<file path="config.mk">
export PLATFORM = sky130hd
export DESIGN_NAME = raytracing_line_collector
export DESIGN_NICKNAME = d
export VERILOG_FILES = /design/src/rtl/raytracing_line_collector_pkg.sv /design/src/rtl/raytracing_line_collector_fb_write_port_reg.sv /design/src/rtl/raytracing_line_collector.sv
export SDC_FILE = /design/constraint.sdc
export NUM_CORES = 1
export LEC_CHECK = 0
export ABC_AREA = 1
export BUFFER_PORTS_ARGS = -buffer_cell sky130_fd_sc_hd__buf_4
export CAP_MARGIN = 20
export CORE_MARGIN = 2
export CORE_UTILIZATION = 39
export CTS_CLUSTER_DIAMETER = 60
export CTS_CLUSTER_SIZE = 14
export DETAILED_ROUTE_END_ITERATION = 10
export HOLD_SLACK_MARGIN = 0.1
export PLACE_DENSITY = 0.64
export SLEW_MARGIN = 30
export SYNTH_ARGS = -nofsm -noshare
export SYNTH_HDL_FRONTEND = slang
export SYNTH_SLANG_ARGS = --single-unit
export TNS_END_PERCENT = 100
</file>
<file path="constraint.sdc">
create_clock -name clk -period 8.67 [get_ports clk]
set_input_delay 0.867 -clock clk [delete_from_list [all_inputs] [get_ports clk]]
set_output_delay 0.867 -clock clk [all_outputs]
set_load 0.01 [all_outputs]
</file>
<file path="src/rtl/raytracing_line_collector_pkg.sv">
// Shared types and geometry for the raytracing line collector.
// Pixel colours are 4:4:4 RGB. Worker buffers arrive as one flat vector,
// worker-major and job-minor, with worker 0 job 0 in the lowest bits.
package raytracing_line_collector_pkg;

  localparam int N_WORKERS        = 8;
  localparam int JOBS_SUBDIVISION = 4;
  localparam int H_RES            = 640;
  localparam int V_RES            = 480;
  localparam int ADDR_B           = 19;
  localparam int COLOR_W          = 12;
  localparam int N_PIX            = N_WORKERS * JOBS_SUBDIVISION;

  typedef struct packed {
    logic [3:0] r;
    logic [3:0] g;
    logic [3:0] b;
  } color_t;

  typedef enum logic [2:0] {
    ST_IDLE,
    ST_ARM,
    ST_CAPTURE,
    ST_DRAIN,
    ST_DONE
  } collector_state_t;

  // Pick the colour that worker w produced for its job j out of the flat bus.
  function automatic color_t buf_color(input logic [N_PIX*COLOR_W-1:0] bufs,
                                       input int w, input int j);
    return bufs[(w*JOBS_SUBDIVISION + j)*COLOR_W +: COLOR_W];
  endfunction

endpackage

</file>
<file path="src/rtl/raytracing_line_collector_fb_write_port_reg.sv">
// Valid/ready output register towards the framebuffer write port.
// Address and data are only reloaded when the slot is empty or being
// accepted, so they stay stable while the framebuffer applies backpressure.
module fb_write_port_reg
  import raytracing_line_collector_pkg::*;
(
  input  logic              clk,
  input  logic              rst_,
  input  logic              load,
  input  logic [ADDR_B-1:0] load_addr,
  input  color_t            load_data,
  output logic              load_ready,
  output logic              wr_valid,
  input  logic              wr_ready,
  output logic [ADDR_B-1:0] wr_addr,
  output color_t            wr_data
);

  assign load_ready = !wr_valid || wr_ready;

  // Refill the output slot whenever it is free or its write is being taken.
  always_ff @(posedge clk or negedge rst_) begin
    if (!rst_) begin
      wr_valid <= 1'b0;
      wr_addr  <= '0;
      wr_data  <= '0;
    end else if (load_ready) begin
      wr_valid <= load;
      if (load) begin
        wr_addr <= load_addr;
        wr_data <= load_data;
      end
    end
  end

endmodule

</file>
<file path="src/rtl/raytracing_line_collector.sv">
// Collects the colour buffers of a finished worker batch and streams them in
// ascending pixel order to the framebuffer. The buffers are snapshotted so the
// dispatcher can relaunch the workers while the previous batch drains.
module raytracing_line_collector
  import raytracing_line_collector_pkg::*;
(
  input  logic                         clk,
  input  logic                         rst_,
  input  logic                         start,
  output logic                         start_ready,
  input  logic [9:0]                   batch_x,
  input  logic [8:0]                   batch_y,
  input  logic [N_WORKERS-1:0]         worker_busy,
  input  logic [N_PIX*COLOR_W-1:0]     worker_buf,
  output logic                         captured,
  output logic                         wr_valid,
  input  logic                         wr_ready,
  output logic [ADDR_B-1:0]            wr_addr,
  output color_t                       wr_data,
  output logic                         batch_done
);

  localparam int PIX_W = $clog2(N_PIX);
  localparam int K_W   = PIX_W + 1;
  localparam int COL_W = 11;

  localparam logic [K_W-1:0]    K_END      = K_W'(N_PIX);
  localparam logic [COL_W-1:0]  COL_LIMIT  = COL_W'(H_RES);
  localparam logic [8:0]        ROW_LIMIT  = 9'(V_RES);
  localparam logic [ADDR_B-1:0] ROW_STRIDE = ADDR_B'(H_RES);

  collector_state_t     state;
  logic [9:0]           batch_x_q;
  logic [ADDR_B-1:0]    row_base;
  logic                 row_ok;
  logic [N_WORKERS-1:0] seen_busy;
  logic [K_W-1:0]       k;
  color_t               snapshot [N_PIX];

  logic [COL_W-1:0]     column;
  logic                 pending;
  logic                 in_frame;
  logic                 load;
  logic                 advance;
  logic                 load_ready;
  logic [ADDR_B-1:0]    load_addr;
  color_t               load_data;

  // Offer pixel k to the write port; off-screen pixels are skipped in one cycle.
  always_comb begin
    column    = COL_W'(batch_x_q) + COL_W'(k);
    pending   = ((state == ST_CAPTURE) || (state == ST_DRAIN)) && (k != K_END);
    in_frame  = row_ok && (column < COL_LIMIT);
    load      = pending && in_frame && load_ready;
    advance   = pending && (!in_frame || load_ready);
    load_addr = row_base + ADDR_B'(column);
    load_data = snapshot[k[PIX_W-1:0]];
  end

  // Batch sequencing: wait for every worker to have run and gone idle, take the
  // snapshot on the edge into CAPTURE (so captured already means "copied"),
  // then walk the pixels and pulse batch_done once the last write is taken.
  always_ff @(posedge clk or negedge rst_) begin
    if (!rst_) begin
      state       <= ST_IDLE;
      start_ready <= 1'b0;
      captured    <= 1'b0;
      batch_done  <= 1'b0;
      batch_x_q   <= '0;
      row_base    <= '0;
      row_ok      <= 1'b0;
      seen_busy   <= '0;
      k           <= '0;
      for (int p = 0; p < N_PIX; p++) snapshot[p] <= '0;
    end else begin
      captured   <= 1'b0;
      batch_done <= 1'b0;
      case (state)
        ST_IDLE: begin
          if (start && start_ready) begin
            batch_x_q   <= batch_x;
            row_base    <= ADDR_B'(batch_y) * ROW_STRIDE;
            row_ok      <= (batch_y < ROW_LIMIT);
            seen_busy   <= '0;
            start_ready <= 1'b0;
            state       <= ST_ARM;
          end else begin
            start_ready <= 1'b1;
          end
        end
        ST_ARM: begin
          seen_busy <= seen_busy | worker_busy;
          if ((&seen_busy) && !(|worker_busy)) begin
            for (int p = 0; p < N_PIX; p++)
              snapshot[p] <= buf_color(worker_buf, p % N_WORKERS, p / N_WORKERS);
            captured <= 1'b1;
            k        <= '0;
            state    <= ST_CAPTURE;
          end
        end
        ST_CAPTURE: begin
          if (advance) k <= k + K_W'(1);
          state <= ST_DRAIN;
        end
        ST_DRAIN: begin
          if (advance) k <= k + K_W'(1);
          if ((k == K_END) && load_ready) begin
            batch_done <= 1'b1;
            state      <= ST_DONE;
          end
        end
        ST_DONE: begin
          start_ready <= 1'b1;
          state       <= ST_IDLE;
        end
        default: begin
          state <= ST_IDLE;
        end
      endcase
    end
  end

  fb_write_port_reg u_port (
    .clk        (clk),
    .rst_       (rst_),
    .load       (load),
    .load_addr  (load_addr),
    .load_data  (load_data),
    .load_ready (load_ready),
    .wr_valid   (wr_valid),
    .wr_ready   (wr_ready),
    .wr_addr    (wr_addr),
    .wr_data    (wr_data)
  );

endmodule
</file>
# Word level (Yosys, flattened, before mapping)
# Cells that the tools add are included.
[word_totals] register_bits=459 in_bits=415 out_inout_bits=35 wordCells=174
[op_classes] add_sub_neg=3 multipliers=1 magnitude_cmp=3 n_eq_ne=10 muxes=18 bitwise_logic=2 reduce_logical=27
[op_table] cell="$bmux W12 S5" n=1
[op_table] cell="$mux W12" n=2
[op_table] cell="$add A19 B11 Y19" n=1
[op_table] cell="$pmux W8 S2" n=1
[op_table] cell="$mul A9 B3 Y12 const B" n=1
[op_table] cell="$mux W6" n=2
[op_table] cell="$pmux W3 S4" n=1
[op_table] cell="$pmux W6 S2" n=1
[op_table] cell="$add A10 B6 Y11" n=1
[op_table] cell="$lt A11 B10 Y1 const B" n=1
[op_table] cell="$lt A9 B9 Y1 const B" n=1
[op_table] cell="$mux W3" n=3
[op_table] cell="$logic_and A1 B1 Y1" n=8
[op_table] cell="$mux W8" n=1
[op_table] cell="$or A8 B8 Y8" n=1
[op_table] cell="$reduce_and A2 Y1" n=4
[op_table] cell="$reduce_and A8 Y1" n=1
[op_table] cell="$reduce_or A8 Y1" n=1
[op_table] cell="$add A6 B1 Y6 const B" n=1
[op_table] cell="$eq A3 B2 Y1 const B" n=2
[op_table] cell="$eq A6 B6 Y1 const B" n=1
[op_table] cell="$ge A6 B6 Y1 const B" n=1
[op_table] cell="$ne A6 B6 Y1 const B" n=1
[op_table] cell="$not A5 Y6" n=1
[op_table] cell="other kinds (12)" n=25

# Longest topological paths before layout
[logic_depth] word_depth=8 ltp_mapped=21 depth_no_buf=20

# Modules after synthesis
# Synthesis repeated with hierarchy kept, for this count alone.
[unflattened] hier_cells=2831 area_unflattened_um2=21857.2
[by_module_without_submodules] mod="raytracing_line_collector" instances=1 cells_per_inst=2693 area_per_inst_um2=20596.0 seq_area_each_um2=10685.2
[by_module_without_submodules] mod="fb_write_port_reg" instances=1 cells_per_inst=138 area_per_inst_um2=1261.2 seq_area_each_um2=800.8

# Worst setup path before layout
# OpenSTA, ideal clock, no wires.
[synth_path] kind="reg-to-reg" start="register k[1]" end="register u_port.wr_addr[17]" t_arrival_ps=2911 setup_slack_ps=5683 stages_incl_launch_ff=17 path_buffers=2 synth_period_minus_slack_ps=2987 cell_sequence="dfrtp_1 -> buf_2 -> inv_1 -> clkbuf_1 -> fa_1 -> inv_1 -> nand2_1 -> nand2_1 -> nand3_1 -> nand3_1 -> nand2_2 -> fa_1 -> o21ai_0 -> nand4_1 -> nand3b_1 -> xor2_1 -> o21ai_1"
[synth_via] elab_chain_cells=6 elab_cells_between_ends=9
[synth_lines] element="from (decl)" line="raytracing_line_collector.sv:37" text="logic [K_W-1:0] k;"
[synth_lines] element="from (signal assigned)" line="raytracing_line_collector.sv:102" text="if (advance) k <= k + K_W'(1);"
[synth_lines] element="from (signal assigned)" line="raytracing_line_collector.sv:106" text="if (advance) k <= k + K_W'(1);"
[synth_lines] element="$add A10 B6 Y11" line="raytracing_line_collector.sv:51" text="column = COL_W'(batch_x_q) + COL_W'(k);"
[synth_lines] element="$lt A11 B10 Y1" line="raytracing_line_collector.sv:53" text="in_frame = row_ok && (column < COL_LIMIT);"
[synth_lines] element="$logic_and A1 B1 Y1" line="raytracing_line_collector.sv:53"
[synth_lines] element="$logic_and A1 B1 Y1 (2 in a row)" line="raytracing_line_collector.sv:54" text="load = pending && in_frame && load_ready;"
[synth_lines] element="$reduce_and A2 Y1 (no source line)"
[synth_lines] element="to (signal assigned)" line="raytracing_line_collector_fb_write_port_reg.sv:30" text="wr_addr <= load_addr;"
[synth_lines] element="to (decl)" line="raytracing_line_collector_fb_write_port_reg.sv:15" text="output logic [ADDR_B-1:0] wr_addr,"
# Several ways; a longest one is shown, not always the timed one.
# A chain may end at the register's enable or synchronous reset.

# Worst setup path in the final report
[layout_path] start="register k[0]" end="register u_port.wr_addr[17]"
# Same word-level chain as after synthesis.

==> reports/metrics.yaml <==
grt:
  antenna_found_initial: 15
  grtUsageTotal: 0.239
  grt_max_degree: 264
  grt-ovfl-total: 0
  grt_pass1_vias: 19090
  grt_pass1_wl_um: 110000
power:
  p_total_uw: 5890
  intPower_uw: 3930
  clkPwrFrac: 0.336
  ir_worst_vdd_mv: 0.140
  power.switching_uw: 1950
  p_seq_frac: 0.418
  p_sw_frac: 0.332
  leakage_uw: 0.0145
  power_frac_comb: 0.246
  powerDensity_nw_per_um2: 215
status:
  status: "finished clean"
synthesis:
  synth.net_count: 3290
  yosys_warnings: 0
  yosys_register_bits: 459
  synth_fa_ha_area_frac: 0.0172
  synth-compound-area-share: 0.127
  ys_seq_area_frac: 0.513
  syn-instance-count: 2846
  syn_avg_cell_area_um2: 7.86
  synthSimpleGateAreaFrac: 0.258
  synth_top_family_by_area: "simple AND/OR/NAND/NOR gates"
  synthesis.area_um2: 22400
  synth_mux_area_frac: 0
  post_synth_num_cell_types: 40
  synth-xor-area-share: 0.00783
timing:
  finClkSkew_ns: 0.0187
  slew_violations: 0
  setup_viol: 0
  rsz0062_at_grt: "no"
  fin_hold_ws_ns: 0.342
  fmax_mhz: 288
  tightest_slew_ns: 1.04
  fin_setup_tns_ns: 0
  timing.slew.headroom: 0.308
  fin_crit_sh: 0.401
  finalCriticalPeriod_ns: 3.48
  hold_viol_final: 0
floorplan:
  die_w_um: 244
  start_util: 0.395
  die-height_um: 244
  io_pins: 450
  fp-row-count: 87
  dieArea_um2: 59300
  core-area_um2: 56600
worst_setup_path:
  critical_path_required_ns: 9.11
  crit_fanout: 43
  crit_path_end_kind: "flop"
  crit_arrival_ns: 3.92
  path_class: "flop to flop"
  critPathLaunchType: "flop"
placed_design:
  dpl.hpwl_um: 49200
  dp_cells: 3896
  gp_congestion: 0.811
  place.port_buffers: 449
finish:
  syn_to_final_growth_pct: 22.4
  finalCoreUtilization: 0.484
  nNetsFinal: 3634
  drive_gt1_frac: 0.187
  instances_no_fill: 3985
route:
  drc: 0
  dr.pass1.iters: 7
  first_iter_violations: 1305
  wire_per_inst_um: 18.0
  avgViaCountPerCell: 4.92
  final_antenna_net_count: 0
  vias: 19623
  wl_um: 71600
clocking:
  clk_transition_reported_paths_ns: 0.06
  cts_buffer_depth: 3
  post_cts_buffers: 0
  cts_tree: "built"
  clock-root-buffer: "clkbuf_16"
  cts_resized: 0
  clk_latency_ns: 0.58
  numCtsBuffers: 46
  ctsHoldBuffers: 0
  h-tree-depth: 2
  clock-sinks: 459
hold_path:
  min_path_type: "input pin to asynchronous set/reset pin"
flow_run:
  maxCapViolCount: 0
[final cells by class]
class | count | area [µm²]
fill | 5697 | 29200
sequential | 459 | 11500
multi-input combinational | 2052 | 9200
timing repair buffer | 469 | 3640
clock buffer | 59 | 1290
tap | 756 | 946
inverter | 162 | 627
clock inverter | 20 | 166
antenna | 8 | 20.0
[worst max-delay path, cell delays in order (launching register included)]
cell      delay [ns]
dfrtp_4         0.75
ha_1            0.32
inv_1           0.07
fa_1            0.39
inv_1           0.07
nand2_1         0.04
nand2_1         0.07
nand3_1         0.10
nand3_1         0.10
nand2_2         0.08
fa_1            0.40
o21ai_0         0.34
nand4_1         0.19
nand3b_1        0.21
xor2_1          0.14
o21ai_1         0.07
[routing by layer]
| metal | vias up | part of all wire | GRT usage |
|---|---|---|---|
| met3 | 95 | 0.063 | 0.0512 |
| met1 | 9301 | 0.44 | 0.326 |
| met2 | 493 | 0.47 | 0.386 |
| li1 | 9720 | - | - |
| met5 | - | 0.0013 | 0 |
| met4 | 14 | 0.020 | 0.0644 |
[cell usage after synthesis (all sizes together)]
| cell type | number | area [µm²] |
|---|---|---|
| inv | 160 | 613 |
| fa | 3 | 60.1 |
| a211oi | 2 | 15.0 |
| nor3 | 5 | 30.0 |
| nand3 | 66 | 335 |
| xnor2 | 2 | 17.5 |
| o311ai | 1 | 8.76 |
| ha | 26 | 325 |
| xor2 | 18 | 158 |
| nor4 | 5 | 31.3 |
| nand3b | 1 | 7.51 |
| o22ai | 20 | 125 |
| clkinv | 2 | 7.51 |
| o211ai | 34 | 255 |
| o221ai | 1 | 8.76 |
| a21oi | 94 | 470 |
| buf | 108 | 828 |
| nand4 | 14 | 93.8 |
| or2 | 3 | 18.8 |
| a21o | 1 | 7.51 |
| nand2 | 1221 | 4590 |
| dfrtp | 459 | 11500 |
| clkbuf | 65 | 259 |
| o21ai | 361 | 1960 |
| nor2 | 174 | 661 |
[power by group through the flow]
stage	clock network (µW)	registers (µW)	logic, µW
finish	1980	2460	1450
global route	2120	2480	1620
CTS	2030	2460	1470
detailed placement	0	2500	1460
global placement	0	2520	1430
floorplan	0	2450	828
[state kept, by name, summed over array words and instances, names as in the netlist]
| name | cells |
|---|---|
| snapshot | 384 |
| u_port.wr_addr | 19 |
| row_base | 12 |
| u_port.wr_data | 12 |
| batch_x_q | 10 |
| seen_busy | 8 |
| k | 6 |
| state | 3 |
| batch_done | 1 |
| captured | 1 |
| row_ok | 1 |
| start_ready | 1 |
| u_port.wr_valid | 1 |
[layout by cell type (no fill, tap or decap), types with 3 or more instances in the layout]
cell type,Yosys,routed
clkinv_2,0,8
nor2_1,171,169
nand3_1,65,64
xor2_1,18,18
nor2_2,3,4
clkbuf_16,0,49
clkbuf_8,0,3
o21ai_0,289,289
o21ai_2,40,40
nor4_1,5,5
nand2_2,4,4
buf_12,1,5
inv_2,3,3
fa_1,3,3
o22ai_1,20,20
clkinvlp_4,0,4
clkbuf_1,61,7
o211ai_1,34,34
inv_1,156,155
nand2_1,1217,1217
o21ai_1,32,32
dfrtp_1,459,456
diode_2,0,8
a21oi_1,94,94
ha_1,26,26
buf_4,2,459
nand4_1,13,13
nor3_1,4,4
inv_6,0,3
or2_1,3,3
[through the flow]
| stage | area (µm²) | setup slack, ns |
|---|---|---|
| after floorplan | 22400 | 5.68 |
| after global placement | 25800 | 4.11 |
| after detailed placement | 25800 | 4.82 |
| after CTS | 27300 | 4.86 |
| after global routing | 27400 | 4.89 |
| final | 27400 | 5.19 |
[kinds of logic (layout without fill, tap and decap cells)]
family,after synthesis,after routing
compound gates,514,514
xor+xnor,20,20
fa+ha+maj,29,29
buf+inv,335,710
flops,459,459
other cells,0,8
simple gates,1489,1489
[path summary, 6_finish.rpt]
path,start,to,slack [ns],cells after the start
min,rst_,snapshot[111],0.34,1
max in group asynchronous,rst_,snapshot[5],6.31,3
max,k[0],u_port.wr_addr[17],5.19,15
min reg2reg,snapshot[358],snapshot[358],0.47,2
min in group clk,worker_buf[332],snapshot[20],0.47,3
max reg2reg,k[0],u_port.wr_addr[17],5.19,15
(Power assumes the default switching activity.)
